File: src/rtl/alu_seq.sv
// Handshaked sequential ALU: single-cycle logic/arith/shift/compare ops plus
// iterative unsigned multiply, divide and remainder with registered status flags.
//
//   state | meaning
//   ------+-----------------------------------------------------------
//   IDLE  | waiting for an operation, in_ready = 1
//   CALC  | multi-cycle op iterating, one step per cycle
//   DONE  | result and flags held, out_valid = 1 until out_ready
module alu_seq #(
    parameter int WIDTH = 32,
    parameter int OPW   = 5
) (
    input  logic             clk,
    input  logic             rst_n,
    input  logic             in_valid,
    output logic             in_ready,
    input  logic [WIDTH-1:0] alu_a,
    input  logic [WIDTH-1:0] alu_b,
    input  logic [OPW-1:0]   alu_op,
    output logic             out_valid,
    input  logic             out_ready,
    output logic [WIDTH-1:0] alu_out,
    output logic             zero,
    output logic             carry,
    output logic             overflow,
    output logic             negative,
    output logic             busy
);

    localparam int SHW = $clog2(WIDTH);
    localparam int CW  = SHW + 1;

    localparam logic [OPW-1:0] OP_ADD  = OPW'(1);
    localparam logic [OPW-1:0] OP_SUB  = OPW'(2);
    localparam logic [OPW-1:0] OP_AND  = OPW'(3);
    localparam logic [OPW-1:0] OP_OR   = OPW'(4);
    localparam logic [OPW-1:0] OP_XOR  = OPW'(5);
    localparam logic [OPW-1:0] OP_NOR  = OPW'(6);
    localparam logic [OPW-1:0] OP_SLL  = OPW'(7);
    localparam logic [OPW-1:0] OP_SRL  = OPW'(8);
    localparam logic [OPW-1:0] OP_SRA  = OPW'(9);
    localparam logic [OPW-1:0] OP_SLT  = OPW'(10);
    localparam logic [OPW-1:0] OP_SLTU = OPW'(11);
    localparam logic [OPW-1:0] OP_MUL  = OPW'(12);
    localparam logic [OPW-1:0] OP_DIVU = OPW'(13);
    localparam logic [OPW-1:0] OP_REMU = OPW'(14);

    typedef enum logic [1:0] {
        IDLE = 2'd0,
        CALC = 2'd1,
        DONE = 2'd2
    } state_t;

    state_t state, state_nxt;

    logic [CW-1:0]    cnt;
    logic [OPW-1:0]   op_q;
    logic [WIDTH-1:0] reg_x;
    logic [WIDTH-1:0] reg_y;
    logic [WIDTH-1:0] reg_acc;

    logic             is_multi;
    logic [SHW-1:0]   shamt;
    logic [WIDTH:0]   add_full;
    logic [WIDTH-1:0] diff;
    logic [WIDTH-1:0] sc_result;
    logic             sc_carry;
    logic             sc_ovf;

    logic [WIDTH:0]   div_trial;
    logic             div_ge;
    logic [WIDTH-1:0] iter_x;
    logic [WIDTH-1:0] iter_y;
    logic [WIDTH-1:0] iter_acc;
    logic [WIDTH-1:0] md_result;

    assign is_multi = (alu_op == OP_MUL) || (alu_op == OP_DIVU) || (alu_op == OP_REMU);

    always_ff @(posedge clk) begin
        if (!rst_n) begin
            state <= IDLE;
        end else begin
            state <= state_nxt;
        end
    end

    // CALC exits on the edge where the counter steps from 1 to 0.
    always_comb begin
        state_nxt = state;
        case (state)
            IDLE: begin
                if (in_valid) begin
                    state_nxt = is_multi ? CALC : DONE;
                end
            end
            CALC: begin
                if (cnt <= CW'(1)) begin
                    state_nxt = DONE;
                end
            end
            DONE: begin
                if (out_ready) begin
                    state_nxt = IDLE;
                end
            end
            default: state_nxt = IDLE;
        endcase
    end

    always_comb begin
        in_ready  = 1'b0;
        busy      = 1'b0;
        out_valid = 1'b0;
        case (state)
            IDLE:    in_ready  = 1'b1;
            CALC:    busy      = 1'b1;
            DONE:    out_valid = 1'b1;
            default: in_ready  = 1'b0;
        endcase
    end

    always_comb begin
        shamt     = alu_b[SHW-1:0];
        add_full  = {1'b0, alu_a} + {1'b0, alu_b};
        diff      = alu_a - alu_b;
        sc_result = '0;
        sc_carry  = 1'b0;
        sc_ovf    = 1'b0;
        case (alu_op)
            OP_ADD: begin
                sc_result = add_full[WIDTH-1:0];
                sc_carry  = add_full[WIDTH];
                sc_ovf    = (alu_a[WIDTH-1] == alu_b[WIDTH-1]) &&
                            (add_full[WIDTH-1] != alu_a[WIDTH-1]);
            end
            OP_SUB: begin
                sc_result = diff;
                sc_carry  = alu_a < alu_b;
                sc_ovf    = (alu_a[WIDTH-1] != alu_b[WIDTH-1]) &&
                            (diff[WIDTH-1] != alu_a[WIDTH-1]);
            end
            OP_AND:  sc_result = alu_a & alu_b;
            OP_OR:   sc_result = alu_a | alu_b;
            OP_XOR:  sc_result = alu_a ^ alu_b;
            OP_NOR:  sc_result = ~(alu_a | alu_b);
            OP_SLL:  sc_result = alu_a << shamt;
            OP_SRL:  sc_result = alu_a >> shamt;
            OP_SRA:  sc_result = $signed(alu_a) >>> shamt;
            OP_SLT:  sc_result = {{(WIDTH-1){1'b0}}, ($signed(alu_a) < $signed(alu_b))};
            OP_SLTU: sc_result = {{(WIDTH-1){1'b0}}, (alu_a < alu_b)};
            default: sc_result = '0;
        endcase
    end

    // Shared iteration registers: mul uses x = multiplicand, y = multiplier,
    // acc = product; div uses x = dividend/quotient, y = divisor, acc = remainder.
    always_comb begin
        div_trial = {reg_acc, reg_x[WIDTH-1]};
        div_ge    = div_trial >= {1'b0, reg_y};
        iter_x    = reg_x;
        iter_y    = reg_y;
        iter_acc  = reg_acc;
        if (op_q == OP_MUL) begin
            iter_acc = reg_y[0] ? (reg_acc + reg_x) : reg_acc;
            iter_x   = reg_x << 1;
            iter_y   = reg_y >> 1;
        end else begin
            iter_x   = {reg_x[WIDTH-2:0], div_ge};
            iter_acc = div_ge ? (div_trial[WIDTH-1:0] - reg_y) : div_trial[WIDTH-1:0];
        end
        md_result = (op_q == OP_DIVU) ? iter_x : iter_acc;
    end

    always_ff @(posedge clk) begin
        if (!rst_n) begin
            alu_out  <= '0;
            zero     <= 1'b0;
            carry    <= 1'b0;
            overflow <= 1'b0;
            negative <= 1'b0;
            cnt      <= '0;
            op_q     <= '0;
            reg_x    <= '0;
            reg_y    <= '0;
            reg_acc  <= '0;
        end else begin
            case (state)
                IDLE: begin
                    if (in_valid) begin
                        op_q <= alu_op;
                        if (is_multi) begin
                            cnt     <= CW'(WIDTH);
                            reg_x   <= alu_a;
                            reg_y   <= alu_b;
                            reg_acc <= '0;
                        end else begin
                            alu_out  <= sc_result;
                            zero     <= (sc_result == '0);
                            negative <= sc_result[WIDTH-1];
                            carry    <= sc_carry;
                            overflow <= sc_ovf;
                        end
                    end
                end
                CALC: begin
                    reg_x   <= iter_x;
                    reg_y   <= iter_y;
                    reg_acc <= iter_acc;
                    cnt     <= (cnt == '0) ? '0 : cnt - CW'(1);
                    if (cnt <= CW'(1)) begin
                        alu_out  <= md_result;
                        zero     <= (md_result == '0);
                        negative <= md_result[WIDTH-1];
                        carry    <= 1'b0;
                        overflow <= 1'b0;
                    end
                end
                default: begin
                end
            endcase
        end
    end

endmodule

File: config.mk
export PLATFORM = sky130hd
export DESIGN_NAME = alu_seq
export DESIGN_NICKNAME = d
export VERILOG_FILES = /design/src/rtl/alu_seq.sv
export SDC_FILE = /design/constraint.sdc
export NUM_CORES = 1
export LEC_CHECK = 0
export ABC_AREA = 1
export CAP_MARGIN = 20
export CORE_UTILIZATION = 30
export DETAILED_ROUTE_END_ITERATION = 6
export HOLD_SLACK_MARGIN = 0.02
export REMOVE_ABC_BUFFERS = 1
export SLEW_MARGIN = 20
export SYNTH_ARGS = -nofsm -noshare
export SYNTH_HDL_FRONTEND = slang
export SYNTH_SLANG_ARGS = --single-unit
File: constraint.sdc
create_clock -name clk -period 3.6 [get_ports clk]
set_input_delay 0.54 -clock clk [delete_from_list [all_inputs] [get_ports clk]]
set_output_delay 0.54 -clock clk [all_outputs]
set_load 0.02 [all_outputs]
==> reports/summary.log, run 1 <==
qor: logic_synthesis.synth.lib_cells_used.distinct 54
qor: setup_path.crit-reg2reg-launch reg_y[24]$_SDFFE_PN0P_
qor: setup_path.worstSetupStartpointType input port
qor: clock_tree.cts_made_buffers 17
qor: clock_tree.worstSkewPairLatency 0.46 ns
qor: detailed_routing.drcViolationCount 0
qor: clock_tree.htreeDepth 4
qor: floorplan.floorplan.die_area 77,500 sq um
qor: setup_path.reg2reg_depth 21
qor: clock_tree.clock_sink_count 144
qor: logic_synthesis.synth.avg_cell_area 5.22 sq um
qor: floorplan.rows 101
qor: flow_run.max_cap_viol_count 0
qor: sta.final_worst_path_cycle_share 0.964
qor: placement.finalWeightedCongestion 1.07
qor: setup_path.most_frequent_cell_on_the_critical_path nor2_1
qor: sta.finalCriticalPeriod 3.47 ns
qor: logic_synthesis.synthesis.yosys.warnings 0
qor: logic_synthesis.synth_largest_type_area_fraction 0.252
qor: power_and_ir_drop.total_switching_power 3.89 mW
qor: layout.syn2layout_area_growth 27.2%
qor: logic_synthesis.synth-edff-count 0
qor: logic_synthesis.post_synth_instance_area 22,900 sq um
qor: setup_path.cp.arrival 3.86 ns
qor: global_route.grt_pass1_vias 28,400
qor: setup_path.reg2reg_setup_slack 0.17 ns
qor: clock_tree.clock_tree.buffer_depth 2
qor: detailed_routing.detail_route.first_pass.iterations 6
qor: logic_synthesis.postSynth.asyncResetShare 0
qor: logic_synthesis.postSynthCellCount 4,395
qor: detailed_routing.average_vias_per_placed_instance 5.30
qor: global_route.overflow 0
qor: clock_tree.worst_setup_hold_path_clk_slew 0.07 ns
qor: detailed_routing.drt-wirelength-per-cell 20.5 microns
qor: setup_path.cp-startpoint alu_b[16]
qor: setup_path.worstPathCellList clkdlybuf4s50_1, inv_1, ha_4, nand2_1, nor2_2, buf_4, inv_1, nor2_4, buf_4, nand4_1, nand3_1, nand2_1, nand3_1, nand4_1, nor2_1, nand2_1, nor2_1, nand3_1, nor2_1, nor2_1, a21oi_1
qor: floorplan.initial_utilization 0.302
qor: detailed_routing.drt_iter0_drc 2,776
qor: placement.dpl.cell_count 5,791
qor: power_and_ir_drop.comb_power_share 0.549
qor: logic_synthesis.total_of_flip_flops_plus_latches_after_synthesis 144
qor: setup_path.worstSetupEndpoint zero$_SDFFE_PN0P_
qor: clock_tree.clock-root-buffer clkbuf_16
qor: logic_synthesis.netlist_top_cells_count nand2_1 (1,539), nand3_1 (698), inv_1 (581)
qor: floorplan.dieHeight 278 microns
qor: detailed_routing.drtAntennaViolNets 0
qor: sta.timing_hold_violations_final 0
qor: sta.worst_slew_pin_slew 0.829 ns
qor: min_path.worst_hold_startpoint alu_out[24]$_SDFFE_PN0P_
qor: global_route.grt_util_all_layers 0.300
qor: power_and_ir_drop.p_clk_frac 0.226
qor: logic_synthesis.seq_area_frac_synth 0.126
qor: logic_synthesis.synth_area_leaders nand2_1 (25%), nand3_1 (15%), dfxtp_1 (13%)
qor: detailed_routing.vias 30,900
qor: sta.final-max-slew-violation-count 0
qor: floorplan.core 75,800 sq um
qor: layout.final_util 0.385
qor: sta.setup_viol 0
qor: sta.clock-skew-final 0.0125 ns
qor: min_path.hp-class reg -> reg
qor: logic_synthesis.synth_most_common_cell nand2_1
qor: setup_path.critical_path_required 3.99 ns
qor: power_and_ir_drop.static-leakage-power 15.5 nW
qor: sta.timing.setup.tns 0 ns
qor: power_and_ir_drop.power.ir.vdd_worst 0.000346 V
qor: detailed_routing.drt-total-wl 120 mm
qor: setup_path.timing.setup.critical_path_class in -> reg
qor: setup_path.crit_path_top_delay_cell clkdlybuf4s50_1
qor: global_route.grt_start_max_net_pins 73
qor: sta.max_clock_freq 288 MHz
qor: floorplan.io_pins 112
qor: global_route.antenna_found_initial 3
qor: logic_synthesis.postSynth.topFlopCell dfxtp_1
qor: setup_path.timing.critical_path.slowest_cell_delay 0.55 ns
qor: setup_path.critical_path_peak_fanout 9
qor: placement.post-dp-hpwl 101 mm
qor: floorplan.chipWidth 278 microns
qor: sta.timing.slew.headroom 0.446
qor: logic_synthesis.post-synth-top-area-cell nand2_1
qor: clock_tree.tritoncts done
qor: layout.numnets_final 5,084
qor: power_and_ir_drop.sequentialPowerShare 0.226
qor: setup_path.reg2reg_to zero$_SDFFE_PN0P_
qor: global_route.grt_pass1_wl 175 mm
qor: outcome.run_status complete, no violations
qor: placement.io_buffers 111
qor: setup_path.critPathCaptureType flop
qor: power_and_ir_drop.power_density 286 nW/um^2
qor: layout.final_layout_size_suffix_gt1_frac 0.133
qor: power_and_ir_drop.sw_frac_of_total 0.467
qor: power_and_ir_drop.cell_internal_pwr 4.43 mW
qor: layout.finalNonFillerCells 5,829
cells by family (layout without fill, tap and decap cells):
family,after synthesis,after routing,synth area share
buffers and inverters,780,1235,0.134
flip-flops,144,144,0.126
XOR/XNOR,21,21,0.00802
AO/OA/AOI/OAI,503,503,0.122
adder cells (fa/ha/maj),174,174,0.0963
other,0,1,0
multiplexers,1,1,0.000437
AND/OR/NAND/NOR,2772,2772,0.513
worst min-delay path by stage:
| stage | to | cells after the start |
|---|---|---|
| floorplan | cnt[3]$_SDFFE_PN0P_ | 1 |
| finish | alu_out[24]$_SDFFE_PN0P_ | 2 |
| global placement | alu_out[24]$_SDFFE_PN0P_ | 2 |
| detailed placement | cnt[3]$_SDFFE_PN0P_ | 1 |
| CTS | cnt[3]$_SDFFE_PN0P_ | 1 |
| global route | alu_out[24]$_SDFFE_PN0P_ | 2 |
metrics by stage:
step | total power [mW] | cell area [sq um] | hold slack [ns] | worst slack, ns
after detailed placement | 6.32 | 28300 | 0.462 | -0.783
after floorplan | 4.27 | 22100 | 0.436 | -4.18
final | 8.33 | 29200 | 0.474 | 0.129
after global placement | 6.32 | 28300 | 0.461 | -0.820
after global routing | 8.80 | 29200 | 0.497 | -0.0182
after CTS | 8.22 | 29000 | 0.476 | 0.00297
cells in the final DEF, fill, tap and decap left out, types with 17 or more instances in the layout:
| cell | instances |
|---|---|
| nor2_1 | 333 |
| ha_1 | 160 |
| nor3_1 | 42 |
| nand3_1 | 690 |
| buf_4 | 476 |
| or2_2 | 27 |
| nand3b_1 | 20 |
| nor2_2 | 23 |
| o21ai_0 | 149 |
| clkdlybuf4s50_1 | 94 |
| clkbuf_16 | 17 |
| inv_1 | 579 |
| nand4_1 | 49 |
| a31oi_1 | 70 |
| inv_2 | 19 |
| a21oi_1 | 200 |
| dfxtp_1 | 144 |
| o211ai_1 | 17 |
| nand2_1 | 1533 |
power by group through the flow:
stage / combinational, mW / clock [mW] / sequential, mW
detailed placement: 4.42 / 0 / 1.91
CTS: 4.45 / 1.90 / 1.87
global route: 4.95 / 1.97 / 1.89
finish: 4.57 / 1.88 / 1.88
global placement: 4.41 / 0 / 1.90
floorplan: 2.40 / 0 / 1.88
sequential cells by signal, summed over array words and instances (netlist names):
| name | flops |
|---|---|
| alu_out | 32 |
| reg_y | 32 |
| op_q | 5 |
| reg_x | 32 |
| carry | 1 |
| overflow | 1 |
| cnt | 6 |
| zero | 1 |
| reg_acc | 32 |
| state | 2 |
area by class of cell:
type                    instances  area [sq um]
diodes                          1          2.50
flip-flops and latches        144          2880
multi-input cells            3471         17200
well taps                     978          1220
inverters                     601          2260
clock buffers                  20           457
clock inverters                12           148
fillers                      8631         46700
repair buffers                602          4990
critical path, delay by kind of cell:
family	cells	cell delay, ns
AO/OA/AOI/OAI	1	0.16
adder cells (fa/ha/maj)	1	0.37
buffers and inverters	5	0.96
AND/OR/NAND/NOR	14	1.80
routing by layer:
metal | wire length (microns) | GRT usage | vias to the layer above
li1 | - | - | 15000
met1 | 50600 | 0.391 | 14200
met2 | 53600 | 0.489 | 1405
met3 | 8740 | 0.0294 | 273
met4 | 6640 | 0.153 | 2
met5 | 11 | 0 | -
timing repair:
item | CTS | global route
hold buffers | 0 | 0
pin swaps | 1 | 7
resized for setup | 15 | 49
buffers inserted | 1 | 4
endpoints found under the setup margin | 2 | 2
Power figures use the tool's default switching activity.
==> run 2: changes to the inputs <==
--- a/config.mk
+++ b/config.mk
@@ -7,10 +7,12 @@
 export LEC_CHECK = 0
 export ABC_AREA = 1
 export CAP_MARGIN = 20
+export CORE_MARGIN = 4
 export CORE_UTILIZATION = 30
 export DETAILED_ROUTE_END_ITERATION = 6
 export HOLD_SLACK_MARGIN = 0.02
 export REMOVE_ABC_BUFFERS = 1
+export SKIP_LAST_GASP = 1
 export SLEW_MARGIN = 20
 export SYNTH_ARGS = -nofsm -noshare
 export SYNTH_HDL_FRONTEND = slang
==> run 2 against run 1 <==
Against the previous run: the flow now finishes with violations (design-rule violations); clock power is 9% lower; setup slack worse by 0.028 ns; global-route usage is 0.80 points lower; total power is 0.50% lower; first-iteration DRC count is 1.6% higher; sequential share of layout area hardly changed.
==> reports/summary.log, run 2 (synthesis results as in run 1) <==
qor: global_route.overflow 0
qor: detailed_routing.drcViolationCount 1
qor: floorplan.floorplan.die_area 80,900 sq um
qor: sta.timing.slew.headroom 0.410
qor: sta.worst_slew_pin_slew 0.886 ns
qor: sta.holdWs 0.476 ns
qor: power_and_ir_drop.comb_power_share 0.566
qor: sta.finalCriticalPeriod 3.50 ns
qor: clock_tree.worstSkewPairLatency 0.45 ns
qor: global_route.grt_util_all_layers 0.292
qor: outcome.run_status finished with violations
qor: detailed_routing.vias 30,700
qor: power_and_ir_drop.cell_internal_pwr 4.37 mW
qor: floorplan.io_pins 112
qor: setup_path.timing.critical_path.slowest_cell_delay 0.43 ns
qor: setup_path.cp.arrival 3.88 ns
qor: global_route.grt_pass1_wl 179 mm
qor: detailed_routing.drt-total-wl 123 mm
qor: power_and_ir_drop.sequentialPowerShare 0.227
qor: detailed_routing.average_vias_per_placed_instance 5.27
qor: setup_path.worstPathCellList inv_1, ha_1, inv_1, fa_1, nand3_1, nand3_1, nand2_1, nand3_1, nand3b_1, nand2_1, nand2_1, nand3_1, nand2_1, nand3_1, nand2_1, nand2_1, nor2_1, nand2_1, nor2_1, buf_4, nand3_1, a21oi_1
qor: flow_run.max_cap_viol_count 0
qor: global_route.antenna_found_initial 1
qor: clock_tree.tritoncts done
qor: detailed_routing.drtAntennaViolNets 0
qor: clock_tree.cts_made_buffers 17
qor: floorplan.chipWidth 284 microns
qor: detailed_routing.detail_route.first_pass.iterations 7
qor: clock_tree.worst_setup_hold_path_clk_slew 0.07 ns
qor: placement.io_buffers 111
qor: sta.timing_hold_violations_final 0
qor: setup_path.worstSetupStartpointType flop
qor: floorplan.dieHeight 284 microns
qor: sta.setup_viol 0
qor: clock_tree.clock_tree.buffer_depth 2
qor: layout.numnets_final 5,092
qor: sta.setup_repair_after_global_routing_missed_its_margin no
qor: placement.worst_slack_placed -0.629 ns
qor: layout.final_layout_size_suffix_gt1_frac 0.137
qor: global_route.grt_start_max_net_pins 73
qor: floorplan.rows 101
qor: power_and_ir_drop.p_clk_frac 0.207
qor: setup_path.critical_path_required 3.98 ns
qor: outcome.violated_checks design-rule violations
qor: placement.finalWeightedCongestion 1.08
qor: layout.final_common_cell nand2_1
qor: power_and_ir_drop.static-leakage-power 15.6 nW
qor: setup_path.most_frequent_cell_on_the_critical_path nand2_1
qor: setup_path.timing.setup.critical_path_class reg -> reg
qor: clock_tree.clock-root-buffer clkbuf_16
qor: sta.final_worst_path_cycle_share 0.972
qor: power_and_ir_drop.power_density 283 nW/um^2
qor: min_path.hp-class reg -> reg
qor: clock_tree.cts_hold_repair.buffers 0
qor: detailed_routing.drt_iter0_drc 2,821
qor: layout.syn2layout_area_growth 27.6%
qor: global_route.grt_pass1_vias 28,600
qor: clock_tree.clock_sink_count 144
qor: setup_path.critical_path_peak_fanout 4
qor: setup_path.worst_path_dominant_cell_family simple AND/OR/NAND/NOR gates
qor: layout.mostFrequentLayoutCells nand2_1 (1,533), nand3_1 (691), inv_1 (580)
qor: power_and_ir_drop.power.ir.vdd_worst 0.000308 V
qor: placement.post-dp-hpwl 104 mm
qor: sta.worst_slack 0.101 ns
qor: floorplan.core 75,800 sq um
qor: sta.final-max-slew-violation-count 0
qor: power_and_ir_drop.sw_frac_of_total 0.473
qor: sta.clock-skew-final 0.0129 ns
qor: detailed_routing.drt-wirelength-per-cell 21.1 microns
qor: clock_tree.htreeDepth 4
qor: floorplan.initial_utilization 0.302
qor: layout.final_util 0.386
qor: power_and_ir_drop.total_switching_power 3.91 mW
qor: setup_path.cp_num_buf_inv 3
qor: sta.max_clock_freq 286 MHz
qor: setup_path.crit_path_top_delay_cell fa_1
qor: setup_path.critPathCaptureType flop
## run 2: cell types whose count changed in the layout (fill, tap and decap cells not counted), moves of 3 or more
| cell | change |
|---|---|
| buf_12 | +5 |
| clkdlybuf4s50_1 | +3 |
| clkinv_2 | +3 |
| ha_1 | -8 |
| ha_2 | +7 |
| nor2_1 | -10 |
| nor2_2 | +9 |
## run 2: power by group through the flow
stage          clock network (mW)  registers (mW)  logic (mW)
6_report                     1.72            1.88        4.69
4_1_cts                      1.73            1.87        4.55
2_1_floorplan                   0            1.88        2.40
5_1_grt                      1.78            1.89        5.08
3_3_place_gp                    0            1.90        4.53
3_5_place_dp                    0            1.91        4.52
## run 2: per-layer routing
metal | GRT usage | wire, microns | share of wire | vias up
met5 | 0 | 0 | 0 | -
met4 | 0.128 | 6110 | 0.050 | 0
met3 | 0.0262 | 8490 | 0.069 | 237
met2 | 0.487 | 56200 | 0.46 | 1298
met1 | 0.384 | 52300 | 0.42 | 14100
li1 | - | - | - | 15100
## run 2: worst paths after layout
| check | startpoint | end | slack, ns | depth (start not counted) |
|---|---|---|---|---|
| max | reg_x[31]$_SDFFE_PN0P_ | zero$_SDFFE_PN0P_ | 0.10 | 22 |
| min | cnt[3]$_SDFFE_PN0P_ | cnt[3]$_SDFFE_PN0P_ | 0.48 | 1 |
| max reg2reg | reg_x[31]$_SDFFE_PN0P_ | zero$_SDFFE_PN0P_ | 0.10 | 22 |
| min reg2reg | cnt[3]$_SDFFE_PN0P_ | cnt[3]$_SDFFE_PN0P_ | 0.48 | 1 |
## run 2: worst reg2reg max path: stages (launching register included)
cell and delay, ns:
dfxtp_1 0.35, inv_1 0.24, ha_1 0.20, inv_1 0.09, fa_1 0.43, nand3_1 0.11
nand3_1 0.20, nand2_1 0.13, nand3_1 0.22, nand3b_1 0.25, nand2_1 0.08, nand2_1 0.06
nand3_1 0.08, nand2_1 0.10, nand3_1 0.15, nand2_1 0.10, nand2_1 0.05, nor2_1 0.10
nand2_1 0.06, nor2_1 0.09, buf_4 0.12, nand3_1 0.09, a21oi_1 0.14
## run 2: per-stage QoR
step,instance area (sq um),power [mW],TNS [ns],std cells
floorplan,22100,4.27,-375.94,4216
global placement,28400,6.44,-2.95,5802
detailed placement,28400,6.43,-2.70,5802
CTS,29000,8.15,0,5833
global route,29300,8.76,0,5834
finish,29300,8.29,0,5835
## run 2: final cells by class
cell class / count / area, sq um
clock buffers: 18 / 429
flip-flops and latches: 144 / 2880
repair buffers: 610 / 5120
inverters: 601 / 2260
multi-input cells: 3471 / 17200
well taps: 978 / 1220
fillers: 8634 / 46600
diodes: 1 / 2.50
clock inverters: 12 / 113
## run 2: timing repair
item                                   CTS  global route
endpoints found under the hold margin    0             0
resized for setup                        7            70
pin swaps                                1             4
setup buffers                            1             1
setup endpoints to repair                1             3
